<file path="src/rtl/sprite_compositor_sched.sv">
// sprite_compositor_sched
//   Per-pixel ROM address scheduler and priority compositor for the Pac-Man
//   sprite bank (8 Pac-Man frames, ghosts r/p/b/o, cherry) and the board.
//
//   Optional feature macro: SPRITE_COLLIDE_EN adds the sticky collide[3:0]
//   output (Pac-Man vs ghost i overlap of two opaque pixels).
//
//   Ports:
//     Clk, Reset            clock, synchronous active-high reset
//     frame_start           one-cycle pulse at start of vertical blank
//     pixel_valid, DrawX/Y  scan position qualifier and coordinates
//     pac_*/ghost_*/cherry_* sprite positions, enables, Pac-Man direction
//     *_read_address        ROM addresses (ghosts packed 4x19, idx 0 = r)
//     pac_frame_sel         {dir, closed}, selects one of 8 Pac-Man ROMs
//     *_rgb (inputs)        ROM colours, ROM_LAT cycles after the address
//     pixel_rgb, rgb_valid  composited pixel, 2+ROM_LAT edges after sampling
//
//   Stream semantics: valid-only, no backpressure. pixel_valid qualifies
//   DrawX/DrawY on the edge that samples them; rgb_valid qualifies pixel_rgb
//   on the cycle it is high, and pixel_rgb is 0 whenever rgb_valid is 0.
module sprite_compositor_sched #(
  parameter int BG_W        = 280,
  parameter int BG_H        = 310,
  parameter int BG_X0       = 180,
  parameter int BG_Y0       = 85,
  parameter int ANIM_FRAMES = 8,
  parameter int ROM_LAT     = 2
) (
  input  logic         Clk,
  input  logic         Reset,
  input  logic         frame_start,
  input  logic         pixel_valid,
  input  logic [9:0]   DrawX,
  input  logic [9:0]   DrawY,
  input  logic [9:0]   pac_x,
  input  logic [9:0]   pac_y,
  input  logic [1:0]   pac_dir,
  input  logic         pac_moving,
  input  logic [39:0]  ghost_x,
  input  logic [39:0]  ghost_y,
  input  logic [3:0]   ghost_en,
  input  logic [9:0]   cherry_x,
  input  logic [9:0]   cherry_y,
  input  logic         cherry_en,
  output logic [18:0]  pac_read_address,
  output logic [18:0]  cherry_read_address,
  output logic [75:0]  ghost_read_address,
  output logic [18:0]  bg_read_address,
  output logic [2:0]   pac_frame_sel,
  input  logic [23:0]  pac_rgb,
  input  logic [23:0]  cherry_rgb,
  input  logic [23:0]  bg_rgb,
  input  logic [95:0]  ghost_rgb,
`ifdef SPRITE_COLLIDE_EN
  output logic [3:0]   collide,
`endif
  output logic [23:0]  pixel_rgb,
  output logic         rgb_valid
);

  // Sprite slots: 0 = Pac-Man, 1..4 = ghosts 0..3, 5 = cherry (priority order).
  localparam int NS = 6;
  localparam logic [9:0]  X_LO      = 10'(BG_X0);
  localparam logic [9:0]  X_HI      = 10'(BG_X0 + BG_W);
  localparam logic [9:0]  Y_LO      = 10'(BG_Y0);
  localparam logic [9:0]  Y_HI      = 10'(BG_Y0 + BG_H);
  localparam logic [18:0] BG_W19    = 19'(BG_W);
  localparam logic [7:0]  ANIM_LAST = 8'(ANIM_FRAMES - 1);

  // ---------------- Shadow registers (captured on frame_start) ------------
  logic [9:0]    sx_q [NS];
  logic [9:0]    sy_q [NS];
  logic [NS-1:1] sen_q;
  logic [NS-1:0] spr_en;

  always_ff @(posedge Clk) begin
    if (Reset) begin
      for (int i = 0; i < NS; i++) begin
        sx_q[i] <= '0;
        sy_q[i] <= '0;
      end
      sen_q <= '0;
    end else if (frame_start) begin
      sx_q[0] <= pac_x;
      sy_q[0] <= pac_y;
      for (int g = 0; g < 4; g++) begin
        sx_q[g+1] <= ghost_x[10*g +: 10];
        sy_q[g+1] <= ghost_y[10*g +: 10];
      end
      sx_q[5] <= cherry_x;
      sy_q[5] <= cherry_y;
      sen_q   <= {cherry_en, ghost_en};
    end
  end

  // Pac-Man has no enable; it is always drawn.
  assign spr_en = {sen_q, 1'b1};

  // ---------------- Mouth animation ---------------------------------------
  // pac_dir and pac_moving are only ever consumed at the capture edge, so the
  // animation state and pac_frame_sel register act as their shadow copies:
  // the moving value captured by a frame_start already governs that update.
  logic [7:0] cnt_q, cnt_d;
  logic       closed_q, closed_d;
  logic [2:0] sel_q, sel_d;

  always_comb begin
    cnt_d    = cnt_q;
    closed_d = closed_q;
    sel_d    = sel_q;
    if (frame_start) begin
      if (pac_moving) begin
        if (cnt_q == ANIM_LAST) begin
          cnt_d    = '0;
          closed_d = ~closed_q;
        end else begin
          cnt_d = cnt_q + 8'd1;
        end
      end else begin
        cnt_d    = '0;
        closed_d = 1'b0;
      end
      sel_d = {pac_dir, closed_d};
    end
  end

  always_ff @(posedge Clk) begin
    if (Reset) begin
      cnt_q    <= '0;
      closed_q <= 1'b0;
      sel_q    <= '0;
    end else begin
      cnt_q    <= cnt_d;
      closed_q <= closed_d;
      sel_q    <= sel_d;
    end
  end

  // ---------------- Stage A: hit test and address issue -------------------
  logic [9:0]    dx [NS];
  logic [9:0]    dy [NS];
  logic [NS-1:0] hit_d;
  logic [18:0]   addr_d [NS];
  logic [9:0]    rel_x, rel_y;
  logic          bin_d;
  logic [18:0]   bg_addr_d;

  always_comb begin
    hit_d = '0;
    for (int i = 0; i < NS; i++) begin
      // Wrapping 10-bit subtraction: positions left/above the sprite wrap to
      // large values and fail the <16 test without a separate sign check.
      dx[i]     = DrawX - sx_q[i];
      dy[i]     = DrawY - sy_q[i];
      hit_d[i]  = pixel_valid & spr_en[i] & (dx[i] < 10'd16) & (dy[i] < 10'd16);
      addr_d[i] = hit_d[i] ? {11'b0, dy[i][3:0], dx[i][3:0]} : '0;
    end
    rel_x     = DrawX - X_LO;
    rel_y     = DrawY - Y_LO;
    bin_d     = (DrawX >= X_LO) && (DrawX < X_HI) && (DrawY >= Y_LO) && (DrawY < Y_HI);
    bg_addr_d = bin_d ? (({9'b0, rel_y} * BG_W19) + {9'b0, rel_x}) : '0;
  end

  logic [18:0]   addr_q [NS];
  logic [18:0]   bg_addr_q;
  logic [NS-1:0] hit_q;
  logic          bin_q, vld_q;

  always_ff @(posedge Clk) begin
    if (Reset) begin
      for (int i = 0; i < NS; i++) addr_q[i] <= '0;
      bg_addr_q <= '0;
      hit_q     <= '0;
      bin_q     <= 1'b0;
      vld_q     <= 1'b0;
    end else begin
      for (int i = 0; i < NS; i++) addr_q[i] <= addr_d[i];
      bg_addr_q <= bg_addr_d;
      hit_q     <= hit_d;
      bin_q     <= bin_d;
      vld_q     <= pixel_valid;
    end
  end

  // ---------------- Delay line matching the ROM read latency --------------
  logic [NS-1:0]      hit_dl_q [ROM_LAT];
  logic [ROM_LAT-1:0] bin_dl_q, vld_dl_q;

  always_ff @(posedge Clk) begin
    if (Reset) begin
      for (int k = 0; k < ROM_LAT; k++) hit_dl_q[k] <= '0;
      bin_dl_q <= '0;
      vld_dl_q <= '0;
    end else begin
      hit_dl_q[0] <= hit_q;
      bin_dl_q[0] <= bin_q;
      vld_dl_q[0] <= vld_q;
      for (int k = 1; k < ROM_LAT; k++) begin
        hit_dl_q[k] <= hit_dl_q[k-1];
        bin_dl_q[k] <= bin_dl_q[k-1];
        vld_dl_q[k] <= vld_dl_q[k-1];
      end
    end
  end

  // ---------------- Stage C: priority / transparency composite ------------
  logic [23:0]   col [NS];
  logic [NS-1:0] hit_c, opq;
  logic [23:0]   pix_d;

  always_comb begin
    col[0] = pac_rgb;
    for (int g = 0; g < 4; g++) col[g+1] = ghost_rgb[24*g +: 24];
    col[5] = cherry_rgb;
    hit_c  = hit_dl_q[ROM_LAT-1];
    pix_d  = bin_dl_q[ROM_LAT-1] ? bg_rgb : 24'h000000;
    opq    = '0;
    // Walk from lowest to highest priority so the last opaque write wins.
    for (int i = NS - 1; i >= 0; i--) begin
      opq[i] = hit_c[i] & (col[i] != 24'h000000);
      if (opq[i]) pix_d = col[i];
    end
    if (!vld_dl_q[ROM_LAT-1]) pix_d = 24'h000000;
  end

  logic [23:0] pix_q;
  logic        rgbv_q;

  always_ff @(posedge Clk) begin
    if (Reset) begin
      pix_q  <= '0;
      rgbv_q <= 1'b0;
    end else begin
      pix_q  <= pix_d;
      rgbv_q <= vld_dl_q[ROM_LAT-1];
    end
  end

`ifdef SPRITE_COLLIDE_EN
  logic [3:0] coll_q, coll_d;

  // frame_start clears the sticky bits; a collision composited on that same
  // edge still lands in the new frame's bits.
  always_comb begin
    coll_d = (frame_start ? 4'b0000 : coll_q) | ({4{opq[0]}} & opq[4:1]);
  end

  always_ff @(posedge Clk) begin
    if (Reset) coll_q <= '0;
    else       coll_q <= coll_d;
  end

  assign collide = coll_q;
`endif

  // ---------------- Outputs ----------------------------------------------
  assign pac_read_address    = addr_q[0];
  assign ghost_read_address  = {addr_q[4], addr_q[3], addr_q[2], addr_q[1]};
  assign cherry_read_address = addr_q[5];
  assign bg_read_address     = bg_addr_q;
  assign pac_frame_sel       = sel_q;
  assign pixel_rgb           = pix_q;
  assign rgb_valid           = rgbv_q;

endmodule

</file>
<file path="config.mk">
export PLATFORM = sky130hd
export DESIGN_NAME = sprite_compositor_sched
export DESIGN_NICKNAME = d
export VERILOG_FILES = /design/src/rtl/sprite_compositor_sched.sv
export SDC_FILE = /design/constraint.sdc
export NUM_CORES = 1
export LEC_CHECK = 0
export BUFFER_PORTS_ARGS = -buffer_cell sky130_fd_sc_hd__buf_2
export CAP_MARGIN = 30
export CORE_UTILIZATION = 38
export DETAILED_ROUTE_END_ITERATION = 8
export SETUP_SLACK_MARGIN = 0.2
export SLEW_MARGIN = 5
export SYNTH_ARGS = -nofsm -noshare
export SYNTH_HDL_FRONTEND = slang
export SYNTH_SLANG_ARGS = --single-unit
</file>
<file path="constraint.sdc">
create_clock -name Clk -period 6.8 [get_ports Clk]
set_input_delay 1.36 -clock Clk [delete_from_list [all_inputs] [get_ports Clk]]
set_output_delay 1.36 -clock Clk [all_outputs]
set_load 0.03 [all_outputs]
</file>
# Word level (Yosys, flattened, before mapping)

Memories as Yosys holds them, arrays and structs flattened.
Cells that the tools add are included.

Memories kept: 4
Output and inout bits: 161
Input port bits: 320
Bits in writable memories: 180
Logic and storage cells: 150
Flip-flop bits (word level): 73

Reduce and logical (&&, ||, !) cells: 11
Multiplexer cells: 43
Add/subtract/negate cells: 16
Multipliers: 1
Order comparisons: 16
Bitwise gates (word level): 46
Equality and inequality tests: 1

Memory list:

| name     | depth | bits a word | read ports | clocked after Yosys merged registers in | wr ports | line | RTL |
|---|---|---|---|---|---|---|---|
| sx_q     | 6     | 10          | 6          | 0                                       | 6        | 71   | `logic [9:0] sx_q [NS];` |
| sy_q     | 6     | 10          | 6          | 0                                       | 6        | 72   | `logic [9:0] sy_q [NS];` |
| addr_q   | 6     | 8           | 6          | 0                                       | 6        | 164  | `logic [18:0] addr_q [NS];` |
| hit_dl_q | 2     | 6           | 2          | 0                                       | 2        | 186  | `logic [NS-1:0] hit_dl_q [ROM_LAT];` |

Operators with widths:

| operator                                                    | count |
|---|---|
| two-way mux 24 bit                                          | 7 |
| nonzero test 24 bit                                         | 6 |
| less-than comparator 10 x 5 -> 1 bit, second input constant | 12 |
| two-way mux 10 bit                                          | 12 |
| subtractor 10 bit                                           | 12 |
| two-way mux 8 bit                                           | 14 |
| bitwise AND 1 bit                                           | 23 |
| less-than comparator 10 x 9 -> 1 bit, second input constant | 2 |
| OR 1 bit                                                    | 20 |
| adder 19 x 10 -> 19 bit                                     | 1 |
| multiplier 10 x 6 -> 16 bit, second input constant          | 1 |
| two-way mux 6 bit                                           | 2 |
| >= comparator 10 x 7 -> 1 bit, second input constant        | 1 |
| >= comparator 10 x 8 -> 1 bit, second input constant        | 1 |
| subtractor 10 x 7 -> 10 bit, second input constant          | 1 |
| subtractor 10 x 8 -> 10 bit, second input constant          | 1 |
| adder 8 x 1 -> 8 bit, second input constant                 | 1 |
| equality test 8 x 3 -> 1 bit, second input constant         | 1 |
| two-way mux 1 bit                                           | 8 |
| OR reduction 2 bit                                          | 2 |
| logical AND 1 bit                                           | 3 |
| NOT 1 bit                                                   | 3 |

# Longest topological paths before layout

Gate-level depths: netlist (run 1).

Word-level depth: 8
Gate-level depth with buffers: 21
Mapped depth without buffers: 20

# Worst setup path after synthesis (run 1)

No wires, ideal clock.

Path kind: input port to flip-flop
Start: input DrawY[1]
End: register bg_addr_q[18] (netlist: bg_read_address[18])
Data required time: 6729 ps
Library setup time: 71 ps
Buffers on the path: 1
Arrival time: 5797 ps
Stages on the path: 20
Slack: 932 ps
Cells stage by stage: inv_1 > ha_1 > nor2b_1 > nor3_1 > o21bai_1 > xnor2_2 > ha_1 > ha_1 > inv_1 > fa_1 > inv_1 > ha_1 > clkbuf_1 > or4b_1 > nand3_1 > nand3_1 > nor2_2 > nand4_1 > or4_1 > a21oi_1

Cells in the longest elaborated chain, start to end: 5
Elaborated cells on any way between the ends: 9
Classes of those cells: add/sub: 2; mul: 1; order compare: 2; bitwise: 1; reduce/logical: 3

RTL lines:

| what                                                            | line | RTL |
|---|---|---|
| from (decl)                                                     | 34   | `input logic [9:0] DrawY,` |
| branches (longest 5 deep; another with adder 19 x 10 -> 19 bit) | --   |  |
| to (signal assigned)                                            | 178  | `bg_addr_q <= bg_addr_d;` |
| to (decl)                                                       | 165  | `logic [18:0] bg_addr_q;` |

Parallel ways; which one is timed is not known.
A chain may end at the register's enable or synchronous reset.

# Worst setup path in the final report (run 1)

Ends and elaborated chain as after synthesis.

==> results of run 1 <==
[worst max-delay path, cell delays in order]
cell and delay, ns:
sky130_fd_sc_hd__buf_2 0.28, sky130_fd_sc_hd__inv_1 0.10, sky130_fd_sc_hd__ha_1 0.24, sky130_fd_sc_hd__nor2b_1 0.22, sky130_fd_sc_hd__nor3_1 0.10, sky130_fd_sc_hd__o21bai_1 0.25
sky130_fd_sc_hd__xnor2_2 0.21, sky130_fd_sc_hd__ha_1 0.30, sky130_fd_sc_hd__ha_1 0.28, sky130_fd_sc_hd__inv_1 0.05, sky130_fd_sc_hd__fa_1 0.52, sky130_fd_sc_hd__inv_1 0.04
sky130_fd_sc_hd__ha_1 0.39, sky130_fd_sc_hd__or4b_1 0.56, sky130_fd_sc_hd__nand3_1 0.17, sky130_fd_sc_hd__nand3_1 0.14, sky130_fd_sc_hd__nor2_2 0.14, sky130_fd_sc_hd__nand4_1 0.17
sky130_fd_sc_hd__or4_1 0.52, sky130_fd_sc_hd__a21oi_1 0.14
[cell type report]
class	instances	area [um2]	area share, %
multi-input cells	1352	9460	46.1
flip-flops and latches	252	6250	30.4
repair buffers	429	2200	10.7
clock buffers	39	890	4.33
well taps	585	732	3.57
inverters	183	689	3.36
clock inverters	19	280	1.37
diodes	9	22.5	0.110
[metal layers]
| layer | routed length [um] | up-vias |
|---|---|---|
| met5 | 39 | - |
| li1 | - | 7338 |
| met4 | 3040 | 6 |
| met2 | 28700 | 618 |
| met1 | 24200 | 7052 |
| met3 | 3700 | 144 |
[through the flow]
stage                     std cells  setup slack (ns)
after floorplan                1905             0.932
after global placement         2798             0.638
after detailed placement       2800             0.533
after CTS                      2858              1.14
after global routing           2866             0.765
final                          2868              1.11
[path summary, 6_finish.rpt]
path / endpoint / slack, ns / from
max: bg_read_address[18] / 1.11 / DrawY[1]
min: bin_dl_q[1] / 0.43 / bin_dl_q[0]
max reg2reg: addr_q[0][38] / 3.29 / sy_q[4][0]
min reg2reg: bin_dl_q[1] / 0.43 / bin_dl_q[0]
[registers in the layout, summed over array words and instances, names as in the netlist, 6 cells and up]
register         count
hit_dl_q            12
hit_q                6
addr_q              48
sx_q                60
bg_read_address     19
sy_q                60
pixel_rgb           24
cnt_q                8
[report_power, final]
part | switching [W] | internal [W] | leakage [nW]
Sequential | 0.0000270 | 0.00166 | 2.36
Combinational | 0.000885 | 0.000590 | 6.31
Clock | 0.000705 | 0.00116 | 0.575
Total | 0.00162 | 0.00341 | 9.24
[cell families (layout without fill, tap and decap cells)]
kind of cell | after synthesis | count (layout) | synth area share (%)
mux | 12 | 12 | 0.809
fa+ha+maj | 171 | 171 | 13.5
flops | 252 | 252 | 37.1
simple gates | 629 | 629 | 20.4
compound gates | 413 | 413 | 16.6
buf+inv | 301 | 670 | 8.32
xor+xnor | 61 | 61 | 3.22
other cells | 1 | 75 | 0.0223
[placed cells by master, fill, tap and decap left out, drive strengths merged, types with 10 or more instances in the layout]
| cell type | Yosys | routed |
|---|---|---|
| nand4 | 13 | 13 |
| fa | 19 | 19 |
| o21ai | 105 | 105 |
| nor2 | 141 | 141 |
| and2 | 128 | 128 |
| o31ai | 12 | 12 |
| edfxtp | 120 | 120 |
| nand3 | 30 | 30 |
| o211ai | 12 | 12 |
| a21oi | 74 | 74 |
| nor3b | 10 | 10 |
| xnor2 | 29 | 29 |
| nor4 | 63 | 63 |
| xor2 | 32 | 32 |
| o21a | 28 | 28 |
| buf | 75 | 429 |
| nor2b | 59 | 59 |
| conb | 1 | 66 |
| a31oi | 26 | 26 |
| dfxtp | 132 | 132 |
| nor3 | 70 | 70 |
| a222oi | 23 | 23 |
| ha | 152 | 152 |
| inv | 183 | 188 |
| a21o | 16 | 16 |
| a21boi | 21 | 21 |
| nand2b | 10 | 10 |
| nand2 | 56 | 56 |
| a211oi | 31 | 31 |
| clkbuf | 43 | 39 |
==> results.txt, run 1 <==
----------------------------------------------------
[Global route]
  Wire length of the first global-routing pass ... approximately 86 mm
  GR Util met1 ... 30.4%
  Global routing usage on met3 ... 4.15%
  Largest net degree at the start of global routing ... a little over 90
  Total global routing overflow ... 0
  Layer with the highest usage ... met2
  Global-route track usage on met2 ... between 40 and 50%
  Total routing resource utilization after global routing ... between 20% and 30%
  Antenna violations before repair ... 12
  Number of global-route vias before repair ... 14500

[Routing]
  Number of DRC violations after detailed routing ... 0
  Routed WL ... a little under 60 mm
  Pre-antenna DRT Iters ... 9
  Number of DRC violations after detailed-routing iteration 0 ... between 1000 and 1500
  Post-detailed-route count of antenna-violating nets ... 0
  Vias per std cell ... approximately 5.3
  WL/cell ... ~21 um
  Vias ... approximately 15000

[Placed design]
  Final HPWL from detailed placement ... about 47 mm
  IO buf count ... slightly above 400
  Placer's final routability congestion estimate ... a little under 1
  Cell area after placement ... approximately 19000 um2

[Timing]
  Transition time of the tightest slew-check pin ... between 0.9 and 1 ns
  Clock period minus final worst setup slack ... between 5 and 6 ns
  Fmax achieved ... between 150 and 200 MHz
  Setup repair after global routing missed its margin ... false
  Total Neg Setup Slack ... 0 ns
  Hold Vio Cnt, Final ... 0
  Max-slew headroom at the worst pin ... between 30 and 40%
  Number of slew-limit violations in the final report ... 0
  Count of final setup violators ... 0
  Tightest hold margin ... roughly 0.43 ns
  Max Clock Skew ... 0.0297 ns
  Final clock period utilization by the worst path ... between 80% and 90%

[Power]
  Reported leakage power ... approximately 9.2 nW
  Total Power Consumption ... 0.00503 W
  Power density over the cells ... 245 nW/um2
  Worst vdd ir ... between 0.2 and 0.25 mV

[Die]
  Core Rows ... 76
  Die extent in x ... ~210 um
  Initial cell density of the core ... 38.9%
  Die Span Y ... around 210 um
  Placeable core region ... approximately 43000 um2
  # IOs ... 481
  Die Outline Area ... about 45000 um2

[Yosys]
  Post-synth top flop ... sky130_fd_sc_hd__dfxtp_1
  Share of Yosys cell area claimed by the top area cell type ... about a fifth
  Syn. warnings ... 0
  Netlist area before placement ... 16800 um2
  Number of flops mapped to enable cells by yosys ... 120
  Most numerous cell in the Yosys netlist ... sky130_fd_sc_hd__inv_1
  Most frequent cells after synthesis ... sky130_fd_sc_hd__inv_1 (183), sky130_fd_sc_hd__ha_1 (152), sky130_fd_sc_hd__nor2_1 (140)
  Count of state elements after synthesis ... 252
  Sequential share of the synthesized area ... a little under two fifths
  Cells after synthesis ... approximately 1800
  Count of different cell masters after synthesis ... slightly below 90
  Mapped Avg Cell Area ... about 9.2 um2
  Cell types occupying the most area after synthesis ... sky130_fd_sc_hd__edfxtp_1 (21%), sky130_fd_sc_hd__dfxtp_1 (16%), sky130_fd_sc_hd__ha_1 (11%), sky130_fd_sc_hd__and2_1 (4.7%), sky130_fd_sc_hd__inv_1 (4.1%)
  Library cell with the largest summed area after synthesis ... sky130_fd_sc_hd__edfxtp_1
  FFs w/ async S/R, synth ... 0%

[Worst setup path]
  WP data arrival ... approximately 6.2 ns
  Worst Path Class, Setup ... in2reg
  Startpoint class of the critical path ... input port
  Crit. End Element ... flip-flop
  Data required, critical path ... about 7.3 ns
  R2R cell count ... 10
  Critical-path maximum fanout ... 9

[Clock tree]
  Later-pin clock latency in the skew report ... ~0.6 ns
  CTS resizes ... 0
  Post-CTS Hold Buffers ... 0
  Max Buffers Root-to-Sink ... 3
  Worst-path clk slew ... 0.06 ns
  Clock sink total ... approximately 250
  Cts bufs inserted ... 31
  Number of buffers added for setup after CTS ... 0
  TritonCTS clock tree ... built
  # H-tree levels ... 1
  Clock root cell ... sky130_fd_sc_hd__clkbuf_16

[Final layout]
  Number of nets in the finished design ... 2740
  Post-Route Utilization ... 47.3%
  Layout Cell Area excl Fill ... 20500 um2
  Layout overhead on the synthesized area ... 21.8%
  Fraction of layout instances using a drive strength above 1 ... 23.1%
  Count of filler cells inserted in the layout ... 4239

[Hold path]
  Hold WC Path Type ... reg2reg
  Worst Hold Depth ... 1

[Job]
  Maxcap violations ... 0

[Status]
  Run status ... complete, no violations

----------------------------------------------------
Note: power is estimated with default switching activity, not from simulation.
==> inputs of run 2 (changes only) <==
clock period = 5.7 ns   (was 6.8 ns; I/O delays follow)
==> run 2 against run 1 <==
Power up 15%. Utilization about the same. Critical path depth up 1. Clock skew down 0.014 ns. Worst setup slack worse by 0.52 ns. Non-clock buffer count up 20. Sequential power up 19%. Sequential share of layout area about the same. Final area up 0.10%. Wire length down 1.4%. Flip-flop and latch count unchanged. Die area unchanged. Critical endpoint unchanged. Largest power group is now sequential cells.
==> results.txt, run 2 (synthesized netlist as in run 1, its figures left out) <==
----------------------------------------------------
[Final layout]
  Storage element area ... 6250 um2 (unchanged)
  Number of nets in the finished design ... 2758 (was 2740)
  Area of combinational cells with multiple inputs ... 9480 um2 (was 9460 um2)
  Count of filler cells inserted in the layout ... 4256 (was 4239)
  Largest registers ... sx_q: 60 flops, sy_q: 60 flops, addr_q: 48 flops (unchanged)
  Layout overhead on the synthesized area ... 21.9% (was 21.8%)
  Fraction of layout instances using a drive strength above 1 ... 23.8% (was 23.1%)
  Top library cells by usage in the layout, fill and taps aside ... sky130_fd_sc_hd__buf_2 (414), sky130_fd_sc_hd__inv_1 (181), sky130_fd_sc_hd__ha_1 (151) (was sky130_fd_sc_hd__buf_2 (415), sky130_fd_sc_hd__inv_1 (182), sky130_fd_sc_hd__ha_1 (152))
  Non-filler instance count after layout ... 2881 (was 2868)
  Most common cell after layout, fill and taps aside ... sky130_fd_sc_hd__buf_2 (unchanged)

[Hold path]
  Hold WC Path Type ... reg2reg (unchanged)

[Die]
  Die Outline Area ... 45200 um2 (unchanged)
  Die Span Y ... 213 um (unchanged)
  # IOs ... 481 (unchanged)
  Initial cell density of the core ... 38.9% (unchanged)
  Core Rows ... 76 (unchanged)
  Die extent in x ... 213 um (unchanged)
  Placeable core region ... 43400 um2 (unchanged)

[Worst setup path]
  Startpoint class of the critical path ... input port (unchanged)
  Critical Path Slowest Stage Cell ... sky130_fd_sc_hd__fa_1 (was sky130_fd_sc_hd__or4b_1)
  WP data arrival ... 5.61 ns (was 6.20 ns)
  Critical-path maximum fanout ... 7 (was 9)
  Crit. End Element ... flip-flop (unchanged)
  Worst Path Class, Setup ... in2reg (unchanged)
  Crit path largest cell delay ... 0.53 ns (was 0.56 ns)
  CP Cell Sequence ... buf_2 -> inv_1 -> ha_4 -> nor2b_2 -> nor3_1 -> o21bai_1 -> xnor2_2 -> ha_1 -> ha_1 -> inv_1 -> fa_1 -> inv_1 -> ha_1 -> nand2_1 -> o21ai_0 -> nand2_1 -> o21ai_0 -> o21ai_0 -> xor2_1 -> or4_1 -> a21oi_1 (was buf_2 -> inv_1 -> ha_1 -> nor2b_1 -> nor3_1 -> o21bai_1 -> xnor2_2 -> ha_1 -> ha_1 -> inv_1 -> fa_1 -> inv_1 -> ha_1 -> or4b_1 -> nand3_1 -> nand3_1 -> nor2_2 -> nand4_1 -> or4_1 -> a21oi_1)
  Data required, critical path ... 6.20 ns (was 7.31 ns)

[Clock tree]
  Clock sink total ... 252 (unchanged)
  Max Buffers Root-to-Sink ... 3 (unchanged)
  # H-tree levels ... 1 (unchanged)
  Number of buffers added for setup after CTS ... 0 (unchanged)
  Post-CTS Hold Buffers ... 0 (unchanged)
  Later-pin clock latency in the skew report ... 0.59 ns (was 0.61 ns)
  TritonCTS clock tree ... built (unchanged)
  Worst-path clk slew ... 0.06 ns (about the same)
  CTS resizes ... 0 (unchanged)
  Cts bufs inserted ... 29 (was 31)
  Clock root cell ... sky130_fd_sc_hd__clkbuf_16 (unchanged)

[Global route]
  Antenna violations before repair ... 17 (was 12)
  Total routing resource utilization after global routing ... 25.3% (was 25.4%)
  Largest net degree at the start of global routing ... 121 (was 93)
  Number of global-route vias before repair ... 14500 (about the same)
  Wire length of the first global-routing pass ... 85.0 mm (was 85.6 mm)
  Total global routing overflow ... 0 (unchanged)

[Routing]
  Pre-antenna DRT Iters ... 8 (was 9)
  Number of DRC violations after detailed routing ... 0 (unchanged)
  Vias per std cell ... 5.21 (was 5.29)
  Vias ... 15000 (was 15200)
  Number of DRC violations after detailed-routing iteration 0 ... 965 (was 1198)
  Routed WL ... 58.8 mm (was 59.7 mm)
  WL/cell ... 20.4 um (was 20.8 um)
  Post-detailed-route count of antenna-violating nets ... 0 (unchanged)

[Placed design]
  IO buf count ... 414 (unchanged)
  Placed cells ... 2820 (was 2800)
  Placer's final routability congestion estimate ... 0.974 (was 0.970)
  Final HPWL from detailed placement ... 46.4 mm (was 47.4 mm)

[Timing]
  Max Clock Skew ... 0.0157 ns (was 0.0297 ns)
  Fmax achieved ... around 200 MHz
  Hold Vio Cnt, Final ... 0 (unchanged)
  Tightest hold margin ... 0.434 ns (was 0.432 ns)
  Count of final setup violators ... 0 (unchanged)
  Setup repair after global routing missed its margin ... false (unchanged)
  Number of slew-limit violations in the final report ... 0 (unchanged)
  Clock period minus final worst setup slack ... roughly 5.1 ns
  Final clock period utilization by the worst path ... between 80% and 90%
  Max-slew headroom at the worst pin ... 29.6% (was 36.8%)
  Transition time of the tightest slew-check pin ... 1.05 ns (was 0.948 ns)
  Total Neg Setup Slack ... 0 ns (unchanged)

[Power]
  Reported leakage power ... 9.26 nW (was 9.24 nW)
  Worst vdd ir ... 0.241 mV (was 0.205 mV)
  Power density over the cells ... 281 nW/um2 (was 245 nW/um2)

[Job]
  Maxcap violations ... 0 (unchanged)

[Status]
  Run status ... complete, no violations (unchanged)

----------------------------------------------------
run 2: final cells by class:
cell class | count | area share (%)
multi-input cells | 1352 | 46.1
clock inverters | 14 | 0.597
well taps | 585 | 3.56
inverters | 183 | 3.37
clock buffers | 40 | 4.29
repair buffers | 449 | 11.6
flip-flops and latches | 252 | 30.4
diodes | 6 | 0.0731
run 2: power by group:
part           switching (W)  leakage (nW)  internal [W]
combinational        0.00106          6.41      0.000756
sequential         0.0000305          2.36       0.00198
clock               0.000818         0.493       0.00113
total                0.00190          9.26       0.00388
run 2: per-stage QoR:
stage	util, %	setup slack, ns	instance area (um2)	total power [W]
final	47.4	0.589	20500	0.00578
after global routing	47.4	0.276	20500	0.00611
after floorplan	-	0.216	17100	0.00334
after CTS	47.3	0.632	20500	0.00583
after detailed placement	45.0	0.00334	19500	0.00385
after global placement	44.9	0.121	19500	0.00381
run 2: metal layers:
layer	vias to the layer above	global-route usage (%)	share of wire, %	routed length (um)
met5	-	0	0.12	71
met4	10	13.0	4.6	2730
met3	134	3.80	5.8	3420
met2	534	45.2	50	29300
met1	6945	29.1	40	23300
li1	7377	-	-	-
run 2: final timing paths:
check	from	end	slack, ns	depth (start not counted)
setup / recovery	DrawY[0]	bg_read_address[18]	0.59	21
hold / removal	vld_q	vld_dl_q[0]	0.43	1
setup reg to reg	sy_q[4][0]	addr_q[0][38]	2.25	10
hold reg to reg	vld_q	vld_dl_q[0]	0.43	1
run 2: critical path: cells and delay by family:
| family | cells | cell delay, ns |
|---|---|---|
| XOR/XNOR | 2 | 0.55 |
| buffers and inverters | 4 | 0.33 |
| adder cells (fa/ha/maj) | 5 | 1.64 |
| AO/OA/AOI/OAI | 5 | 0.93 |
| AND/OR/NAND/NOR | 5 | 1.02 |
